==> src/rtl/hilo_pkg.sv <==
// Shared HI/LO definitions: write modes, mask bit positions and the pending-entry layout.
package hilo_pkg;

    localparam int HILO_DATA_W = 32;

    typedef enum logic [1:0] {
        HILO_WRITE   = 2'b00,
        HILO_ACC_ADD = 2'b01,
        HILO_ACC_SUB = 2'b10,
        HILO_RSVD    = 2'b11
    } hilo_mode_e;

    localparam int HILO_MASK_HI = 1;
    localparam int HILO_MASK_LO = 0;

    typedef struct packed {
        logic [HILO_DATA_W-1:0] hi;
        logic [HILO_DATA_W-1:0] lo;
        logic [1:0]             mask;
    } hilo_ent_t;

endpackage

==> src/rtl/hilo_pend_queue.sv <==
// In-order circular queue of pending HI/LO writes with per-half youngest-match forwarding.
// Push/pop visible one cycle after the edge; caller gates push with !full; clr beats push.
module hilo_pend_queue
    import hilo_pkg::*;
#(
    parameter int DEPTH = 4,
    localparam int PW   = $clog2(DEPTH),
    localparam int CW   = PW + 1
) (
    input  logic                   clk,
    input  logic                   resetn,
    input  logic                   push,
    input  hilo_ent_t              push_ent,
    input  logic                   pop,
    input  logic                   clr,
    output hilo_ent_t              head_ent,
    output logic [CW-1:0]          cnt,
    output logic                   full,
    output logic                   fwd_hi_vld,
    output logic [HILO_DATA_W-1:0] fwd_hi,
    output logic                   fwd_lo_vld,
    output logic [HILO_DATA_W-1:0] fwd_lo
);

    hilo_ent_t       mem_q [DEPTH];
    logic [PW-1:0]   head_q, head_d;
    logic [PW-1:0]   tail_q, tail_d;
    logic [CW-1:0]   cnt_q, cnt_d;

    assign cnt      = cnt_q;
    assign full     = (cnt_q == CW'(DEPTH));
    assign head_ent = mem_q[head_q];

    always_comb begin
        head_d = head_q;
        tail_d = tail_q;
        cnt_d  = cnt_q;
        if (clr) begin
            head_d = '0;
            tail_d = '0;
            cnt_d  = '0;
        end else begin
            if (push) tail_d = tail_q + PW'(1);
            if (pop)  head_d = head_q + PW'(1);
            case ({push, pop})
                2'b10:   cnt_d = cnt_q + CW'(1);
                2'b01:   cnt_d = cnt_q - CW'(1);
                default: cnt_d = cnt_q;
            endcase
        end
    end

    always_ff @(posedge clk or negedge resetn) begin
        if (!resetn) begin
            head_q <= '0;
            tail_q <= '0;
            cnt_q  <= '0;
        end else begin
            head_q <= head_d;
            tail_q <= tail_d;
            cnt_q  <= cnt_d;
        end
    end

    // Storage needs no reset: only slots inside [head, head+cnt) are ever read.
    always_ff @(posedge clk) begin
        if (push && !clr) mem_q[tail_q] <= push_ent;
    end

    // Walk oldest to youngest so the last match per half wins.
    always_comb begin
        logic [PW-1:0] idx;
        idx        = '0;
        fwd_hi_vld = 1'b0;
        fwd_lo_vld = 1'b0;
        fwd_hi     = '0;
        fwd_lo     = '0;
        for (int i = 0; i < DEPTH; i++) begin
            idx = head_q + PW'(i);
            if (CW'(i) < cnt_q) begin
                if (mem_q[idx].mask[HILO_MASK_HI]) begin
                    fwd_hi_vld = 1'b1;
                    fwd_hi     = mem_q[idx].hi;
                end
                if (mem_q[idx].mask[HILO_MASK_LO]) begin
                    fwd_lo_vld = 1'b1;
                    fwd_lo     = mem_q[idx].lo;
                end
            end
        end
    end

endmodule

==> src/rtl/hilo_spec_reg.sv <==
// Speculative HI/LO: arch regs + pending queue; enqueue/commit visible next cycle, enq_ready = !full.
// Optional MADD/MSUB datapath (2*DATA_W add/sub on the forwarded view) enabled by `define HILO_ACC_EN.
module hilo_spec_reg
    import hilo_pkg::*;
#(
    parameter int DATA_W = HILO_DATA_W,
    parameter int DEPTH  = 4
) (
    input  logic                     clk,
    input  logic                     resetn,
    input  logic                     enq_valid,
    output logic                     enq_ready,
    input  logic [1:0]               enq_mode,
    input  logic [1:0]               enq_mask,
    input  logic [DATA_W-1:0]        enq_hi,
    input  logic [DATA_W-1:0]        enq_lo,
    input  logic                     commit,
    input  logic                     flush,
    output logic [DATA_W-1:0]        rd_hi,
    output logic [DATA_W-1:0]        rd_lo,
    output logic [DATA_W-1:0]        arch_hi,
    output logic [DATA_W-1:0]        arch_lo,
    output logic [$clog2(DEPTH):0]   pend_cnt,
    output logic                     commit_err
);

    logic [DATA_W-1:0] arch_hi_q, arch_hi_d;
    logic [DATA_W-1:0] arch_lo_q, arch_lo_d;
    logic              commit_err_q, commit_err_d;

    logic              full, accept, pop, q_empty;
    hilo_ent_t         push_ent, head_ent;
    logic              fwd_hi_vld, fwd_lo_vld;
    logic [DATA_W-1:0] fwd_hi, fwd_lo;

    hilo_pend_queue #(.DEPTH(DEPTH)) u_queue (
        .clk        (clk),
        .resetn     (resetn),
        .push       (accept),
        .push_ent   (push_ent),
        .pop        (pop),
        .clr        (flush),
        .head_ent   (head_ent),
        .cnt        (pend_cnt),
        .full       (full),
        .fwd_hi_vld (fwd_hi_vld),
        .fwd_hi     (fwd_hi),
        .fwd_lo_vld (fwd_lo_vld),
        .fwd_lo     (fwd_lo)
    );

    assign q_empty   = (pend_cnt == '0);
    assign enq_ready = !full;
    assign accept    = enq_valid && enq_ready && !flush;
    assign pop       = commit && !q_empty;

    assign rd_hi = fwd_hi_vld ? fwd_hi : arch_hi_q;
    assign rd_lo = fwd_lo_vld ? fwd_lo : arch_lo_q;

`ifdef HILO_ACC_EN
    hilo_mode_e          mode;
    logic [2*DATA_W-1:0] acc_base, acc_opnd, acc_res;

    assign mode     = hilo_mode_e'(enq_mode);
    assign acc_base = {rd_hi, rd_lo};
    assign acc_opnd = {enq_hi, enq_lo};
    assign acc_res  = (mode == HILO_ACC_SUB) ? (acc_base - acc_opnd) : (acc_base + acc_opnd);

    always_comb begin
        push_ent      = '0;
        push_ent.hi   = enq_hi;
        push_ent.lo   = enq_lo;
        push_ent.mask = enq_mask;
        if (mode == HILO_ACC_ADD || mode == HILO_ACC_SUB) begin
            push_ent.hi   = acc_res[2*DATA_W-1:DATA_W];
            push_ent.lo   = acc_res[DATA_W-1:0];
            push_ent.mask = 2'b11;
        end
    end
`else
    logic unused_mode;
    assign unused_mode = ^enq_mode;

    always_comb begin
        push_ent      = '0;
        push_ent.hi   = enq_hi;
        push_ent.lo   = enq_lo;
        push_ent.mask = enq_mask;
    end
`endif

    // Head retires before a same-cycle flush discards the rest.
    always_comb begin
        arch_hi_d    = arch_hi_q;
        arch_lo_d    = arch_lo_q;
        commit_err_d = commit && q_empty;
        if (pop) begin
            if (head_ent.mask[HILO_MASK_HI]) arch_hi_d = head_ent.hi;
            if (head_ent.mask[HILO_MASK_LO]) arch_lo_d = head_ent.lo;
        end
    end

    always_ff @(posedge clk or negedge resetn) begin
        if (!resetn) begin
            arch_hi_q    <= '0;
            arch_lo_q    <= '0;
            commit_err_q <= 1'b0;
        end else begin
            arch_hi_q    <= arch_hi_d;
            arch_lo_q    <= arch_lo_d;
            commit_err_q <= commit_err_d;
        end
    end

    assign arch_hi    = arch_hi_q;
    assign arch_lo    = arch_lo_q;
    assign commit_err = commit_err_q;

endmodule

==> config.mk <==
export PLATFORM = sky130hd
export DESIGN_NAME = hilo_spec_reg
export DESIGN_NICKNAME = d
export VERILOG_FILES = /design/src/rtl/hilo_pkg.sv /design/src/rtl/hilo_pend_queue.sv /design/src/rtl/hilo_spec_reg.sv
export SDC_FILE = /design/constraint.sdc
export NUM_CORES = 1
export LEC_CHECK = 0
export ABC_AREA = 0
export CORE_ASPECT_RATIO = 0.9
export CORE_UTILIZATION = 53
export CTS_CLUSTER_DIAMETER = 200
export DETAILED_ROUTE_END_ITERATION = 10
export PLACE_DENSITY = 0.75
export SYNTH_ARGS = -nofsm -noshare
export SYNTH_HDL_FRONTEND = slang
export SYNTH_SLANG_ARGS = --single-unit
==> constraint.sdc <==
create_clock -name clk -period 3.3 [get_ports clk]
set_input_delay 0.825 -clock clk [delete_from_list [all_inputs] [get_ports clk]]
set_output_delay 0.825 -clock clk [all_outputs]
set_load 0.01 [all_outputs]
==> results.md <==
* Compound-gate portion of the synthesized area at under 10%
* H-Tree Depth at 2
* Vias/cell at 6.792
* Seq/Total Area, Yosys at about half
* Syn avg cell area at 14.53 um^2
* Pre-CTS setup slack at -0.2281 ns
* Core area at 0.03739 mm^2
* Num CTS Buffers at 38
* Nets at roughly 1.8k
* Period utilization at 113.3%
* Largest family of logic cells by synthesized area: multiplexers
* Largest net degree at the start of global routing at 53
* Mux cell area share after synthesis at about 33%
* Seq pwr share at a little under a quarter
* Pwr/cell area at around 900 mW/mm^2
* Crit Path Class: reg2out
* CTS tree: built
* Logic pwr share at roughly 60%
* Post-CTS Hold Buffers at 0
* First-pass GRT wire length at 80560 um
* Status: complete, but fails checks
* P_leak at 9.237 nW
* Num rows at 67
* GRT Total Usage at 27.12%
* Routed WL at ~57000 um
* Internal power at 15.41 mW
* Num ports at between 200 and 250
* Crit path capture type: output pin
* Layout cells sized above 1 at 46.35%
* Final Critical Period at 3.740 ns
* Vias in the first global route at 14.13k
* Max-slew violations at 0
* Worst Hold Class: in2async
* GP Congestion at 0.8228
* FFs w/ async S/R, synth at 21.43%
* GRT overflow at 0
* Setup violators final at 64
* Peak supply drop at 631.8 uV
* Post-synth EDFFs at 264
* Type of origin of the critical path: flip-flop
* Synth Area in Simple Gates at 4.812%
* Antenna viol nets, final at 0
* DR vias at 14.92k
* Total die area at 0.03896 mm^2
* Pwr Total at 24.66 mW
* FMAX at 0.2674 GHz
* Starting Density at 54.11%
* Synth Cell Area at 0.02023 mm^2
* Switching Share at 37.49%
* Setup ws final at -0.4403 ns
* DRC at 0
* Adder-cell share of the synthesized area at 0.4948%
* Die Wd at ~210 um
* Worst-skew pair later-pin latency at 0.55 ns
* Die Y at around 190 um
* Arrival time worst endpoint at 2.92 ns
* RSZ-0062 raised after global routing: yes
* Crit Path Max Fanout at 8
* Synth Flop Type: edfxtp_1
* Max-Cap Viols at 0
* Post-layout util at 71.54%
* Yosys warns at 0
* Clock Sinks at about 340
* Syn nets at 1473
* Required @ worst endpoint at between 2 and 2.5 ns
* Xor-xnor portion of the synthesized cell area at less than 1%
* Seq cells post-synth at about 340
* Initial DRT Pass Iterations at 5
* Mean routed wirelength per cell at 25.73 um
* Clock power share at 16.8%
* DP HPWL at 31320 um
* Actual slew at the worst max-slew pin at 0.5952 ns
* Max Clock Skew at 0.01628 ns
* Starting DRT DRC Count at 1417
* Netlist cell types at 39
* # fillers at 2291
* Max transition margin at 60.32%
* Area growth syn-to-layout at 32.21%
* Cells after Synth at 1392
* Root buffer cell: clkbuf_16
* Number of buffers added on ports at 203
* Clock edge transition at the registers on the reported setup and hold paths at 0.06 ns
* Clock tree buffer depth at 3
* Failing checks: negative setup slack
* Antenna violations before repair at 5
* P_sw at 9.242 mW
* Final hold viol count at 0
[Yosys cell counts, types with 2 or more instances]
cell type / n / area [um^2]
buf_1: 4 / 15.01
or3_1: 2 / 12.51
xor2_1: 2 / 17.52
edfxtp_1: 264 / 7928
buf_2: 50 / 250.2
o211ai_2: 2 / 25.02
dfrtp_1: 72 / 1802
nand3_1: 65 / 325.3
o21ai_0: 67 / 335.3
mux2_2: 64 / 720.7
o31ai_4: 2 / 42.54
mux2_1: 2 / 22.52
inv_1: 69 / 259.0
nor2_1: 74 / 277.8
and2_1: 6 / 37.54
nor3_1: 2 / 10.01
buf_6: 18 / 202.7
a21oi_1: 66 / 330.3
clkbuf_1: 35 / 131.4
clkbuf_4: 2 / 15.01
o22ai_1: 64 / 400.4
mux2i_1: 6 / 60.06
xnor2_1: 3 / 26.28
a31oi_1: 66 / 412.9
mux2_4: 4 / 60.06
ha_1: 8 / 100.1
mux4_2: 259 / 5833
nand2_1: 77 / 289.0
o211ai_1: 4 / 30.03
clkbuf_2: 3 / 15.01
buf_4: 22 / 165.2
[cells by family after synthesis]
group,Yosys count
xor+xnor,5
simple gates,229
buf+inv,204
flops,336
compound gates,274
mux,336
fa+ha+maj,8
[power groups by stage]
stage | sequential [mW] | combinational [mW] | clock, mW
after floorplan | 5.81 | 7.02 | 0
after global placement | 5.76 | 12.2 | 0
after detailed placement | 5.79 | 12.3 | 0
after CTS | 5.76 | 13.4 | 4.20
after global routing | 5.86 | 15.5 | 4.36
final | 5.81 | 14.7 | 4.15
[routing by layer]
layer	routed length [um]	track usage (%)
met4	1954	11.08
met2	28270	45.11
met1	21330	35.98
met3	4951	4.265
met5	13	0
[worst max-delay path: stages, from the launching register on]
cell and delay, ns:
dfrtp_4 0.56, buf_12 0.17, mux4_2 0.38, o21ai_4 0.08
buf_12 0.16, buf_4 0.16, o21ai_0 0.33, o22ai_2 0.14
a31oi_1 0.20, buf_2 0.17
[state kept, by name, indices dropped and copies added, names as in the netlist]
| name | flops |
|---|---|
| arch_hi | 32 |
| arch_lo | 32 |
| commit_err | 1 |
| u_queue.cnt | 3 |
| u_queue.head_q | 2 |
| u_queue.mem_q | 264 |
| u_queue.tail_q | 2 |
[path summary, 6_finish.rpt]
check / start / end / slack (ns) / depth (start not counted)
max: u_queue.head_q[1]$_DFFE_PN0P_ / rd_lo[11] / -0.44 / 9
min: resetn / arch_hi[2]$_DFFE_PN0P_ / 0.22 / 1
max reg2reg: u_queue.cnt[0]$_DFFE_PN0P_ / arch_hi[30]$_DFFE_PN0P_ / 0.81 / 8
min reg2reg: arch_lo[20]$_DFFE_PN0P_ / arch_lo[20]$_DFFE_PN0P_ / 0.54 / 1
max in group asynchronous: resetn / arch_lo[10]$_DFFE_PN0P_ / 2.32 / 2
min in group clk: arch_lo[20]$_DFFE_PN0P_ / arch_lo[20]$_DFFE_PN0P_ / 0.54 / 1
[per-stage QoR]
stage                     cells  hold slack, ns  area, um^2  TNS [ns]
after floorplan            1392          0.5294       20230         0
after global placement     2069          0.5137       23700    -5.443
after detailed placement   2069          0.5233       23700    -6.648
after CTS                  2161          0.2071       25750    -22.74
after global routing       2197          0.2314       26750    -27.14
final                      2197          0.2179       26750    -22.07
[final cells by class]
cell class	count	area (um^2)	share of cell area (%)
sequential	336	9737	36.40
inverter	70	264.0	0.9870
antenna	3	7.507	0.02807
clock inverter	19	152.6	0.5707
multi-input combinational	852	10560	39.47
clock buffer	51	1074	4.014
timing repair buffer	383	4352	16.27
tap	483	604.3	2.259
[placed cells by master, fill, tap and decap left out, types with 10 or more instances in the layout]
| cell | instances |
|---|---|
| a31oi_1 | 30 |
| clkinv_2 | 10 |
| edfxtp_1 | 264 |
| inv_1 | 69 |
| a31oi_4 | 21 |
| buf_12 | 59 |
| mux2_2 | 64 |
| clkbuf_16 | 52 |
| clkdlybuf4s50_1 | 138 |
| a21oi_1 | 43 |
| a21oi_2 | 19 |
| buf_2 | 48 |
| mux4_2 | 260 |
| nand3_1 | 15 |
| a31oi_2 | 15 |
| nor2_1 | 73 |
| o21ai_0 | 53 |
| o22ai_1 | 41 |
| dfrtp_1 | 70 |
| o22ai_2 | 23 |
| buf_4 | 78 |
| buf_6 | 34 |
| nand3_2 | 41 |
| nand2_1 | 75 |
[timing repair]
item | in CTS | in global routing
cloned | 8 | 13
pin swaps | 46 | 74
endpoints found under the setup margin | 64 | 64
setup buffers | 14 | 23
resized for setup | 362 | 154
hold endpoints to repair | 0 | 0
No activity file was read; power rests on OpenSTA's default activity.
